===== src/rtl/pipe_sub_pkg.sv =====
// Shared constants for the bit-serial pipelined subtractor.
package pipe_sub_pkg;

  localparam int PIPE_SUB_WIDTH  = 4;
  localparam int PIPE_SUB_STAGES = PIPE_SUB_WIDTH + 1;

  // Number of bit-resolving register stages (stage 0 plus one per bit).
  function automatic int pipe_sub_stages(input int width);
    return width + 1;
  endfunction

endpackage


===== src/rtl/full_subtractor.sv =====
// One-bit full subtractor: d = a - b - bin, bout set when the bit borrows.
module full_subtractor (
  input  logic a,
  input  logic b,
  input  logic bin,
  output logic d,
  output logic bout
);

  assign d    = a ^ b ^ bin;
  assign bout = (~a & b) | (~(a ^ b) & bin);

endmodule


===== src/rtl/pipeline_subtractor.sv =====
// Pipelined ripple subtractor: stage 0 captures the operands, stage k resolves
// bit k-1, and a final output register presents diff/bout/ovf to the consumer.
// Every stage carries a valid bit; the whole pipe advances only when the output
// register is empty or being consumed.
// Optional feature: define PIPE_SUB_OVF_EN to enable the signed-overflow flag.
module pipeline_subtractor
  import pipe_sub_pkg::*;
#(
  parameter int WIDTH = PIPE_SUB_WIDTH
) (
  input  logic             clk,
  input  logic             rst,
  input  logic [WIDTH-1:0] a,
  input  logic [WIDTH-1:0] b,
  input  logic             bin,
  input  logic             in_valid,
  output logic             in_ready,
  output logic [WIDTH-1:0] diff,
  output logic             bout,
  output logic             ovf,
  output logic             out_valid,
  input  logic             out_ready
);

  localparam int NSTG = pipe_sub_stages(WIDTH);

  // Stage registers: operands shift right as their low bit is consumed, the
  // partial difference fills in one bit per stage, br carries the borrow.
  logic [NSTG-1:0]  v_q,  v_d;
  logic [NSTG-1:0]  br_q, br_d;
  logic [WIDTH-1:0] a_q [WIDTH];
  logic [WIDTH-1:0] a_d [WIDTH];
  logic [WIDTH-1:0] b_q [WIDTH];
  logic [WIDTH-1:0] b_d [WIDTH];
  logic [WIDTH-1:0] d_q [NSTG];
  logic [WIDTH-1:0] d_d [NSTG];

  logic [WIDTH-1:0] fs_d;
  logic [WIDTH-1:0] fs_b;

  logic             out_valid_q, out_valid_d;
  logic [WIDTH-1:0] diff_q, diff_d;
  logic             bout_q, bout_d;

  logic advance;

  assign advance  = !out_valid_q || out_ready;
  assign in_ready = advance;

  // One full subtractor per bit stage, fed by the previous stage's low bits.
  for (genvar k = 1; k <= WIDTH; k++) begin : g_bit
    full_subtractor u_fs (
      .a    (a_q[k-1][0]),
      .b    (b_q[k-1][0]),
      .bin  (br_q[k-1]),
      .d    (fs_d[k-1]),
      .bout (fs_b[k-1])
    );
  end

  // Next-state for all stages: hold by default, shift one stage on advance.
  always_comb begin
    v_d         = v_q;
    br_d        = br_q;
    a_d         = a_q;
    b_d         = b_q;
    d_d         = d_q;
    out_valid_d = out_valid_q;
    diff_d      = diff_q;
    bout_d      = bout_q;
    if (advance) begin
      v_d[0] = in_valid;
      d_d[0] = '0;
      if (in_valid) begin
        a_d[0]  = a;
        b_d[0]  = b;
        br_d[0] = bin;
      end
      for (int k = 1; k <= WIDTH; k++) begin
        v_d[k]       = v_q[k-1];
        br_d[k]      = fs_b[k-1];
        d_d[k]       = d_q[k-1];
        d_d[k][k-1]  = fs_d[k-1];
      end
      for (int k = 1; k < WIDTH; k++) begin
        a_d[k] = a_q[k-1] >> 1;
        b_d[k] = b_q[k-1] >> 1;
      end
      out_valid_d = v_q[WIDTH];
      diff_d      = d_q[WIDTH];
      bout_d      = br_q[WIDTH];
    end
  end

  // Stage and output registers; reset drops every in-flight entry.
  always_ff @(posedge clk or posedge rst) begin
    if (rst) begin
      v_q         <= '0;
      br_q        <= '0;
      for (int k = 0; k < WIDTH; k++) begin
        a_q[k] <= '0;
        b_q[k] <= '0;
      end
      for (int k = 0; k < NSTG; k++) begin
        d_q[k] <= '0;
      end
      out_valid_q <= 1'b0;
      diff_q      <= '0;
      bout_q      <= 1'b0;
    end else begin
      v_q         <= v_d;
      br_q        <= br_d;
      a_q         <= a_d;
      b_q         <= b_d;
      d_q         <= d_d;
      out_valid_q <= out_valid_d;
      diff_q      <= diff_d;
      bout_q      <= bout_d;
    end
  end

  assign out_valid = out_valid_q;
  assign diff      = diff_q;
  assign bout      = bout_q;

`ifdef PIPE_SUB_OVF_EN
  // Operand sign bits travel alongside the data so the overflow flag lines up
  // with the finished difference.
  logic [NSTG-1:0] sa_q, sa_d;
  logic [NSTG-1:0] sb_q, sb_d;
  logic            ovf_q, ovf_d;

  // Sign-bit pipeline and overflow next-state, gated by the same advance.
  always_comb begin
    sa_d  = sa_q;
    sb_d  = sb_q;
    ovf_d = ovf_q;
    if (advance) begin
      if (in_valid) begin
        sa_d[0] = a[WIDTH-1];
        sb_d[0] = b[WIDTH-1];
      end
      for (int k = 1; k <= WIDTH; k++) begin
        sa_d[k] = sa_q[k-1];
        sb_d[k] = sb_q[k-1];
      end
      ovf_d = (sa_q[WIDTH] != sb_q[WIDTH]) && (d_q[WIDTH][WIDTH-1] != sa_q[WIDTH]);
    end
  end

  // Overflow registers.
  always_ff @(posedge clk or posedge rst) begin
    if (rst) begin
      sa_q  <= '0;
      sb_q  <= '0;
      ovf_q <= 1'b0;
    end else begin
      sa_q  <= sa_d;
      sb_q  <= sb_d;
      ovf_q <= ovf_d;
    end
  end

  assign ovf = ovf_q;
`else
  assign ovf = 1'b0;
`endif

endmodule


===== config.mk =====
export PLATFORM = sky130hd
export DESIGN_NAME = pipeline_subtractor
export DESIGN_NICKNAME = d
export VERILOG_FILES = /design/src/rtl/pipe_sub_pkg.sv /design/src/rtl/full_subtractor.sv /design/src/rtl/pipeline_subtractor.sv
export SDC_FILE = /design/constraint.sdc
export NUM_CORES = 1
export LEC_CHECK = 0
export CAP_MARGIN = 20
export CORE_MARGIN = 5
export CORE_UTILIZATION = 45
export DETAILED_ROUTE_END_ITERATION = 12
export PLACE_DENSITY = 0.69
export SYNTH_ARGS = -nofsm -noshare
export SYNTH_HDL_FRONTEND = slang
export SYNTH_HIERARCHICAL = 1
export SYNTH_SLANG_ARGS = --single-unit

===== constraint.sdc =====
create_clock -name clk -period 1.4 [get_ports clk]
set_input_delay 0.28 -clock clk [delete_from_list [all_inputs] [get_ports clk]]
set_output_delay 0.28 -clock clk [all_outputs]
set_load 0.01 [all_outputs]

==> reports/qor.yml <==
floorplan:
  core-area_um2: 4029
  std_cell_rows: 23
  die_area_um2: 5585
  start_util_pct: 46.80
  die_w_um: 74.73
  ios: 21
  die_h_um: 74.73
placed_design:
  place_ws_ps: -310.0
  port_buffers: 19
  hpwl_um: 1957
  dpl_cell_area_um2: 2173
  place_congestion: 0.6881
detailed_routing:
  ant_nets: 0
  remaining_drc_errors: 0
  wl_per_cell_um: 13.88
  drt_first_pass_iters: 3
  wirelength_um: 2678
  via_count: 927
  avgViaCountPerCell: 4.803
  dr.first_iter.drc_count: 35
status:
  status: "finished, final reports clean"
final_layout:
  final_area_um2: 2243
  nFillCells: 348
  drive_gt1_share_pct: 41.26
  diodes: 0
  nets: 161
  utilization_pct: 55.68
  syn2layout_area_growth_pct: 18.98
cts:
  cts_tree: "yes"
  cts_setup_buffers: 0
  ctsHtreeMaxLevel: 2
  cts_sinks: 46
  cts_buffer_depth: 2
  clk_latency_ps: 290
  cts_buffers: 5
  clk_pin_slew_ps: 80
  cts_root_buf: "clkbuf_8"
global_routing:
  grt_pass1_vias: 1029
  grt_util_met1_pct: 13.34
  grt_pass1_wl_um: 4616
  overflow: 0
  grtUsageMet2_pct: 18.73
  grt_use_met3_pct: 3.605
  grt_max_degree: 47
  track_usage_pct: 11.37
  antenna_found_initial: 0
  grt-busiest-layer: "met2"
sta:
  setup_viol: 0
  setup_ws_ps: 48.21
  hold_ws_ps: 335.2
  period_minus_slack_ps: 1352
  fin_skew_ps: 3.889
  hold_viol: 0
  setup_tns_ps: 0
  max_freq_mhz: 739.8
  drv_slew: 0
  min_period_over_period_pct: 96.56
  rsz0062_at_grt: "no"
logic_synthesis:
  syn_inst: 118
  ys_seq_area_share_pct: 61.05
  syn-num-nets: 135
  avgSynthCellArea_um2: 15.98
  yosysUniqueCellTypes: 13
  syn_area_um2: 1886
  ys_ff_latch: 46
  yosysWarningCount: 6
power:
  power_density_nw_per_um2: 2103
  leakage_nw: 1.037
  peakVddDrop_mv: 0.7367
worst_hold_path:
  hp-class: "in2async"
critical_path:
  critical_path_buf_inv_count: 2
  crit_required_ps: 1580
  crit_path_end_kind: "register"
  critPathSlowestCell: "clkdlybuf4s50_1"
  path_max_fanout: 10
  critical_path.top_delay_family: "buffers and inverters"
  max_stage_delay_ps: 410
  arrival_ps: 1530
  crit_path_cell_trace: "clkdlybuf4s50_1 > nand2b_4 > buf_4 > nand2_4 > mux2_2"
  rrSetupSlack_ps: 130
  crit_type: "in2reg"
  worst_setup_path_start_kind: "input port"
flow_run:
  maxCapViolations: 0
## flip-flops by register name, summed over array words and instances, names as in the netlist
register	cells
a_q	10
b_q	10
bout	1
br_q	5
d_q	10
diff	4
out_valid	1
v_q	5
## final cells by class
type	count	area, um^2	area share [%]
inverter	14	52.55	2.342
clock buffer	6	82.58	3.681
timing repair buffer	24	252.7	11.27
sequential	46	1151	51.31
tap	50	62.56	2.789
multi-input combinational	53	641.9	28.61
## metrics by stage
stage,instances,power [mW]
2_1_floorplan,118,3.496
3_3_place_gp,187,3.983
3_5_place_dp,187,4.102
4_1_cts,193,4.810
5_1_grt,193,5.084
6_report,193,4.718
## placed cells by master, fill, tap and decap left out
cell type,count
buf_12,3
buf_2,1
buf_4,2
clkbuf_8,6
clkdlybuf4s50_1,12
conb_1,1
dfrtp_1,46
dlygate4sd2_1,6
fa_1,4
inv_1,13
inv_2,1
mux2_2,37
mux2_4,7
nand2_4,1
nand2b_1,1
nand2b_4,1
o21ai_0,1
## tightest hold or removal path: cells and delay by family
family | cells | cell delay [ps]
buf+inv | 3 | 720
## per-layer routing
metal  routed length [um]  up-vias
li1                     -      433
met1                 1124      468
met2                 1358       19
met3                  136        7
met4                   58        0
met5                    0        -
## cell families (layout without fill, tap and decap cells)
group,Yosys count,after routing,share of synthesized area [%]
compound gates,1,1,0.2652
mux,44,44,27.67
simple gates,3,3,1.659
other cells,1,1,0.1989
flops,46,46,61.05
buf+inv,19,44,4.910
fa+ha+maj,4,4,4.247
## cell usage after synthesis, drive strengths merged
master | instances | share of area, %
mux2 | 44 | 28
o21ai | 1 | 0.27
buf | 5 | 2.1
nand2 | 1 | 0.60
inv | 14 | 2.8
dfrtp | 46 | 61
fa | 4 | 4.2
nand2b | 2 | 1.1
conb | 1 | 0.20
## power breakdown
group          total [mW]  switching (mW)  internal (mW)
Clock               0.775           0.395          0.381
Sequential           2.28           0.321           1.96
Combinational        1.66           0.599           1.06
Total                4.72            1.31           3.40
## final timing paths
path,startpoint,end,cells past startpoint
min in group clk,v_q[4],out_valid,1
setup / recovery,out_ready,b_q[14],5
setup reg to reg,b_q[8],d_q[9],3
max in group asynchronous,rst,bout,3
hold / removal,rst,d_q[12],3
hold reg to reg,v_q[4],out_valid,1
## what timing repair did
| item | in CTS | in global routing |
|---|---|---|
| resized for setup | 10 | 0 |
| hold buffers | 0 | 0 |
| setup endpoints to repair | 7 | 0 |
No activity file was read; power rests on OpenSTA's default activity.
